File: config.mk
export PLATFORM = sky130hd
export DESIGN_NAME = sm_addsub_pipe
export DESIGN_NICKNAME = d
export VERILOG_FILES = /design/src/rtl/sm_addsub_pipe.sv
export SDC_FILE = /design/constraint.sdc
export NUM_CORES = 1
export LEC_CHECK = 0
export CAP_MARGIN = 20
export CORE_UTILIZATION = 60
export DETAILED_ROUTE_END_ITERATION = 16
export DONT_BUFFER_PORTS = 1
export PLACE_DENSITY = 0.76
export SKIP_CTS_REPAIR_TIMING = 1
export SYNTH_ARGS = -nofsm -noshare
export SYNTH_HDL_FRONTEND = slang
export SYNTH_SLANG_ARGS = --single-unit
File: constraint.sdc
create_clock -name clk -period 5.8 [get_ports clk]
set_input_delay 1.16 -clock clk [delete_from_list [all_inputs] [get_ports clk]]
set_output_delay 1.16 -clock clk [all_outputs]
set_load 0.01 [all_outputs]
File: src/rtl/sm_addsub_pipe.sv
// sm_addsub_pipe: two-stage pipelined sign-magnitude adder/subtractor.
//
// Adds or subtracts two sign-magnitude operands and returns a sign-magnitude
// result one bit wider. Zero results are always +0 (out_zero = 1). The valid/ready
// handshake gives full back-pressure through both register stages.
//
// Optional feature (compile-time macro SM_ACC_EN): a running sign-magnitude
// accumulator of width AW fed by every output transfer. It saturates with a sticky
// overflow flag. When the macro is undefined, acc_clr and the acc_* ports are absent.
//
// Parameters:
//   MW : magnitude width of each operand
//   AW : accumulator magnitude width (SM_ACC_EN only, must be >= MW+1)
//
// Ports:
//   clk, rst_n           clock, asynchronous active-low reset
//   in_valid/in_ready    operand handshake
//   in_sign_a, in_mag_a  operand A
//   in_sign_b, in_mag_b  operand B
//   in_sub               1 = A - B
//   out_valid/out_ready  result handshake
//   out_sign, out_mag    result (MW+1 bit magnitude)
//   out_zero             result magnitude is zero
//   acc_clr              clear accumulator (SM_ACC_EN)
//   acc_sign, acc_mag    accumulator value (SM_ACC_EN)
//   acc_ovf              sticky accumulator overflow (SM_ACC_EN)
module sm_addsub_pipe #(
  parameter int unsigned MW = 11,
  parameter int unsigned AW = MW + 5
) (
  input  logic          clk,
  input  logic          rst_n,
  input  logic          in_valid,
  output logic          in_ready,
  input  logic          in_sign_a,
  input  logic [MW-1:0] in_mag_a,
  input  logic          in_sign_b,
  input  logic [MW-1:0] in_mag_b,
  input  logic          in_sub,
  output logic          out_valid,
  input  logic          out_ready,
  output logic          out_sign,
  output logic [MW:0]   out_mag,
  output logic          out_zero
`ifdef SM_ACC_EN
  ,
  input  logic          acc_clr,
  output logic          acc_sign,
  output logic [AW-1:0] acc_mag,
  output logic          acc_ovf
`endif
);

  if (AW < MW + 1) begin : g_aw_check
    $error("sm_addsub_pipe: AW must be at least MW+1");
  end

  // Handshake chain; combinational from out_ready, no skid buffer.
  logic s1_valid;
  logic s2_valid;
  logic s1_ready;
  logic s2_ready;

  assign s2_ready  = !s2_valid || out_ready;
  assign s1_ready  = !s1_valid || s2_ready;
  assign in_ready  = s1_ready;
  assign out_valid = s2_valid;

  // ---------------------------------------------------------------------------
  // Stage 1: effective sign, magnitude ordering, result sign on subtract
  // ---------------------------------------------------------------------------
  logic          sb_eff;
  logic          a_ge_b;
  logic [MW-1:0] big_d;
  logic [MW-1:0] small_d;

  always_comb begin
    sb_eff  = in_sign_b ^ in_sub;
    a_ge_b  = (in_mag_a >= in_mag_b);
    big_d   = a_ge_b ? in_mag_a : in_mag_b;
    small_d = a_ge_b ? in_mag_b : in_mag_a;
  end

  logic          s1_sa;
  logic          s1_eff_sub;
  logic          s1_res_sign;
  logic [MW-1:0] s1_big;
  logic [MW-1:0] s1_small;

  always_ff @(posedge clk or negedge rst_n) begin
    if (!rst_n) begin
      s1_valid    <= 1'b0;
      s1_sa       <= 1'b0;
      s1_eff_sub  <= 1'b0;
      s1_res_sign <= 1'b0;
      s1_big      <= '0;
      s1_small    <= '0;
    end else begin
      if (s1_ready) begin
        s1_valid <= in_valid;
      end
      // Data only moves on an accepted beat so idle inputs never disturb state.
      if (in_valid && s1_ready) begin
        s1_sa       <= in_sign_a;
        s1_eff_sub  <= in_sign_a ^ sb_eff;
        // On a tie the larger operand is A, so the sign falls back to A.
        s1_res_sign <= a_ge_b ? in_sign_a : sb_eff;
        s1_big      <= big_d;
        s1_small    <= small_d;
      end
    end
  end

  // ---------------------------------------------------------------------------
  // Stage 2: add/subtract and canonical zero
  // ---------------------------------------------------------------------------
  logic [MW:0] mag_d;
  logic        zero_d;
  logic        sign_d;

  always_comb begin
    if (s1_eff_sub) begin
      mag_d = {1'b0, s1_big} - {1'b0, s1_small};
    end else begin
      mag_d = {1'b0, s1_big} + {1'b0, s1_small};
    end
    zero_d = (mag_d == '0);
    if (zero_d) begin
      sign_d = 1'b0;
    end else if (s1_eff_sub) begin
      sign_d = s1_res_sign;
    end else begin
      sign_d = s1_sa;
    end
  end

  always_ff @(posedge clk or negedge rst_n) begin
    if (!rst_n) begin
      s2_valid <= 1'b0;
      out_sign <= 1'b0;
      out_mag  <= '0;
      out_zero <= 1'b0;
    end else begin
      if (s2_ready) begin
        s2_valid <= s1_valid;
      end
      // Outputs hold while stalled because they only load when stage 2 frees up.
      if (s1_valid && s2_ready) begin
        out_sign <= sign_d;
        out_mag  <= mag_d;
        out_zero <= zero_d;
      end
    end
  end

`ifdef SM_ACC_EN
  // ---------------------------------------------------------------------------
  // Running accumulator, fed by each output transfer
  // ---------------------------------------------------------------------------
  logic          out_xfer;
  logic [AW:0]   acc_ext;
  logic [AW:0]   res_ext;
  logic [AW:0]   acc_raw;
  logic          acc_sat;
  logic          acc_sign_d;
  logic [AW-1:0] acc_mag_d;

  assign out_xfer = s2_valid && out_ready;

  always_comb begin
    acc_ext    = {1'b0, acc_mag};
    res_ext    = (AW + 1)'(out_mag);
    acc_raw    = '0;
    acc_sat    = 1'b0;
    acc_sign_d = acc_sign;
    acc_mag_d  = acc_mag;
    if (acc_sign == out_sign) begin
      acc_raw = acc_ext + res_ext;
      if (acc_raw[AW]) begin
        acc_sat   = 1'b1;
        acc_mag_d = '1;
      end else begin
        acc_mag_d = acc_raw[AW-1:0];
      end
      acc_sign_d = acc_sign;
    end else if (acc_ext >= res_ext) begin
      acc_raw    = acc_ext - res_ext;
      acc_mag_d  = acc_raw[AW-1:0];
      acc_sign_d = acc_sign;
    end else begin
      acc_raw    = res_ext - acc_ext;
      acc_mag_d  = acc_raw[AW-1:0];
      acc_sign_d = out_sign;
    end
    if (acc_mag_d == '0) begin
      acc_sign_d = 1'b0;
    end
  end

  always_ff @(posedge clk or negedge rst_n) begin
    if (!rst_n) begin
      acc_sign <= 1'b0;
      acc_mag  <= '0;
      acc_ovf  <= 1'b0;
    end else if (acc_clr) begin
      // A clear that coincides with a transfer restarts from that result.
      acc_ovf <= 1'b0;
      if (out_xfer) begin
        acc_sign <= out_sign;
        acc_mag  <= (AW)'(out_mag);
      end else begin
        acc_sign <= 1'b0;
        acc_mag  <= '0;
      end
    end else if (out_xfer) begin
      acc_sign <= acc_sign_d;
      acc_mag  <= acc_mag_d;
      acc_ovf  <= acc_ovf | acc_sat;
    end
  end
`endif

endmodule

Word-level counts from Yosys, hierarchy flattened
Cells that the tools add are included.
{"block": "word_totals", "ff_bits": 41, "in_bits": 29, "out_inout_bits": 16, "elab_cells": 28}
{"block": "classes", "add_sub_neg": 2, "n_lt_le_gt_ge": 1, "muxes": 6, "bitwise": 2, "reduce_logical": 7}
{"operator": "11-bit 2-to-1 mux", "n": 2}
{"operator": "11-bit by 11-bit adder with 12-bit output", "n": 1}
{"operator": "12-bit zero test", "n": 1}
{"operator": "12-bit 2-to-1 mux", "n": 1}
{"operator": "11-bit by 11-bit subtractor with 12-bit output", "n": 1}
{"operator": "11-bit >= comparator", "n": 1}
{"operator": "1-bit 2-to-1 mux", "n": 3}
{"operator": "1-bit logical AND", "n": 2}
{"operator": "1-bit zero test", "n": 2}
{"operator": "1-bit logical OR", "n": 2}
{"operator": "1-bit XOR", "n": 2}

Depth between registers and ports, before layout
{"block": "depth", "ltp_word": 4, "mapped_depth": 13, "depth_no_buf": 13}

Worst setup path before layout
No wires, ideal clock.
{"block": "synth_timing", "path_kind": "input to register", "start": "input in_mag_a[0]", "end": "register s1_small[2]", "setup_time_ns": 0.126, "arrival_time_ns": 2.841, "required_time_ns": 5.674, "path_slack_ns": 2.833, "path_stages": 10, "path_buffers": 1, "cell_sequence": "inv_1 -> ha_1 -> nand2b_1 -> a21o_1 -> a21oi_1 -> o21ai_1 -> a211oi_2 -> a211oi_1 -> buf_2 -> a221o_1"}
{"block": "synth_via", "elab_chain_cells": 2}
{"item": "from (decl)", "line": "36", "text": "input logic [MW-1:0] in_mag_a,"}
{"item": "11-bit >= comparator", "line": "79", "text": "a_ge_b = (in_mag_a >= in_mag_b);"}
{"item": "11-bit 2-to-1 mux", "line": "81", "text": "small_d = a_ge_b ? in_mag_b : in_mag_a;"}
{"item": "to (signal assigned)", "line": "109", "text": "s1_small <= small_d;"}
{"item": "to (decl)", "line": "88", "text": "logic [MW-1:0] s1_small;"}
Every way passes these cells.
A chain may end at the register's enable or synchronous reset.

Worst setup path after layout
{"block": "layout_timing", "start": "input in_mag_a[0]", "end": "register s1_big[0]"}
{"block": "layout_via", "elab_chain_cells": 2}
{"item": "11-bit >= comparator", "line": "79"}
{"item": "11-bit 2-to-1 mux (*)", "line": "80", "text": "big_d = a_ge_b ? in_mag_a : in_mag_b;"}
{"item": "to (signal assigned)", "line": "108", "text": "s1_big <= big_d;"}
{"item": "to (decl)", "line": "87", "text": "logic [MW-1:0] s1_big;"}
Every way passes the cells marked *; elsewhere a longest branch is shown, timed or not.

==> impl_metrics.ini <==
[outcome]
status = complete, no violations

[place]
gp_congestion = 0.819
io_buffers = 0
pre_cts_ws_ns = 2.41
place_hpwl_mm = 3.92

[critical_path]
critPathMaxStageDelay_ns = 0.68
path_cells = inv_1 > ha_1 > nand2b_1 > a21o_1 > a21oi_1 > o21ai_1 > a211oi_2 > o21a_1 > a221o_1
crit_type = in2reg
critPathRequiredTime_ns = 6.04
cp_max_fo = 23
cp-end-kind = flop
worstSetupStartpointType = input port
critPathSlowestCell = o21a_1
critPathArrivalTime_ns = 3.29

[routing]
drt_iter0_drc = 124
vias_per_cell = 6.14
drcViolationCount = 0
post_drt_wl_per_cell_microns = 15.5
wirelength_mm = 5.12
drt_pass1_iterations = 4
ant_nets = 0
vias = 2026

[die]
coreArea_sq_um = 4350
ios = 45
dieArea_sq_um = 4810
initial_utilization_pct = 62.5
die_h_microns = 69.3
die_w_microns = 69.3
num_rows = 24

[synth]
ys.flop_type = dfrtp_1
synthMuxAreaShare_pct = 4.05
synth.cell_area_sq_um = 2720
synth_area_per_cell_sq_um = 9.75
synth-compound-area-share_pct = 21.5
synth_edf_count = 0
seq_area_frac_synth_pct = 37.7
synth-simple-area-share_pct = 14.7
yosys_warnings = 0
synth-seq-cells = 41
synth_top_family_by_area = compound AO/OA/AOI/OAI gates
async_flop_share_pct = 100
yosys.cell_types.count = 42
synth_xor_area_share_pct = 6.44
synth_fp_nets = 332
synth_adder_area_share_pct = 11.3
netlist_instances = 279

[timing]
fmax_mhz = 327
fin_skew_ns = 0.00487
period_needed_ns = 3.05
worst_pin_slew_ns = 0.780
setup_viol = 0
finalCritPeriodShare_pct = 52.7
rsz0062_at_grt = false
finalMaxSlewViolations = 0
maxSlewHeadroom_pct = 48.0
tns_ns = 0
setup_ws_ns = 2.75
final_hold_viol_count = 0

[clocking]
cts_made_buffers = 5
cts_buffer_depth = 2
clock-sinks = 41
root_buffer = clkbuf_8
clk_latency_ns = 0.30
clkSlewWorstSetupHoldPaths_ns = 0.08
htreeDepth = 2
tritoncts = built

[cells_and_area]
final_cell_mix = dfrtp_1, ha_1, a221o_1
drive_gt1_share_pct = 8.27
post-route-util_pct = 65.3
antenna_cells = 0
area_delta_synth_final_pct = 4.51
final_common_cell = dfrtp_1
fin_nets = 330
fillers = 362

[flow_run]
max_cap_viol_count = 0

[power_and_ir_drop]
power_mw = 1.20
p_leak_nw = 1.28
power_density_nw_per_um2 = 423
max-vdd-ir-drop_v = 0.000146

[global_routing]
grt_usage_pct = 23.6
antenna_found_initial = 0
grt-ovfl-total = 0
grt_pass1_vias = 1875
grt_pass1_wl_mm = 8.84
grt_max_degree = 42

[min_path]
min_path_type = reg2reg
[layer usage]
layer,up-vias,wire length [microns],GRT usage (%)
met4,0,73,8.16
met3,6,294,5.96
met5,-,0,0
met2,71,2360,36.4
met1,939,2390,32.5
li1,1010,-,-
[worst max-delay path, delay by kind of cell]
family,cells,cell delay [ns]
AOI/OAI and AO/OA,6,1.70
adders and majority gates,1,0.27
and+or+nand+nor,1,0.14
buffers and inverters,1,0.02
[report_power, final]
part | leakage (nW) | switching [mW] | total [mW] | internal [mW]
Combinational | 0.747 | 0.290 | 0.564 | 0.273
Sequential | 0.499 | 0.0850 | 0.451 | 0.366
Clock | 0.0374 | 0.103 | 0.188 | 0.0848
Total | 1.28 | 0.479 | 1.20 | 0.724
[stage by stage]
step,cells,hold WS (ns),area (sq um)
final,330,0.510,2840
after global routing,330,0.527,2840
after CTS,330,0.499,2840
after detailed placement,322,0.487,2760
after global placement,322,0.465,2760
after floorplan,279,0.449,2720
[cells by family after synthesis]
group                    after synthesis
multiplexers                          10
XOR/XNOR                              20
adder cells (fa/ha/maj)               24
AND/OR/NAND/NOR                       74
buffers and inverters                 30
flip-flops                            41
AO/OA/AOI/OAI                         80
[synthesized netlist by cell type, types with 2 or more instances]
cell type / n / area share (%)
o21ai_0: 12 / 2.2
inv_1: 20 / 2.8
o211ai_1: 2 / 0.55
o21a_1: 2 / 0.55
nand2b_1: 7 / 1.6
nand3_1: 2 / 0.37
a211oi_2: 2 / 0.92
a21o_1: 5 / 1.4
o21ai_1: 2 / 0.37
and2_1: 19 / 4.4
nand2_1: 14 / 1.9
mux2_2: 8 / 3.3
dfrtp_1: 41 / 38
nor4_1: 3 / 0.69
buf_2: 4 / 0.74
a221oi_1: 2 / 0.64
nor2b_1: 2 / 0.46
clkbuf_1: 6 / 0.83
a221o_1: 22 / 8.1
mux2i_1: 2 / 0.74
nor2_1: 17 / 2.3
xor2_1: 5 / 1.6
a211oi_1: 3 / 0.83
xnor2_1: 15 / 4.8
a21oi_1: 21 / 3.9
ha_1: 23 / 11
nor3_1: 2 / 0.37
nand3b_1: 2 / 0.55
[cell type report]
type | count | area, sq um | area share [%]
clock buffer | 6 | 72.6 | 2.55
multi-input combinational | 208 | 1580 | 55.6
inverter | 20 | 75.1 | 2.64
clock inverter | 2 | 15.0 | 0.528
timing repair buffer | 1 | 7.51 | 0.264
tap | 52 | 65.1 | 2.29
sequential | 41 | 1030 | 36.1
[state kept, by name, indices dropped and copies added (netlist names)]
name,flops
out_mag,12
s1_big,11
s1_small,11
out_sign,1
out_valid,1
out_zero,1
s1_eff_sub,1
s1_res_sign,1
s1_sa,1
s1_valid,1
[path summary, 6_finish.rpt]
kind / startpoint / slack [ns] / cells after the start / endpoint
hold reg to reg: s1_valid$_DFFE_PN0N_ / 0.51 / 1 / out_valid$_DFFE_PN0P_
hold / removal: s1_valid$_DFFE_PN0N_ / 0.51 / 1 / out_valid$_DFFE_PN0P_
max in group asynchronous: rst_n / 5.18 / 0 / s1_eff_sub$_DFFE_PN0P_
setup reg to reg: s1_small[3]$_DFFE_PN0P_ / 2.76 / 12 / out_zero$_DFFE_PN0P_
min in group asynchronous: rst_n / 0.54 / 0 / s1_valid$_DFFE_PN0N_
setup / recovery: in_mag_a[0] / 2.75 / 9 / s1_big[0]$_DFFE_PN0P_
Note: power is estimated with default switching activity, not from simulation.
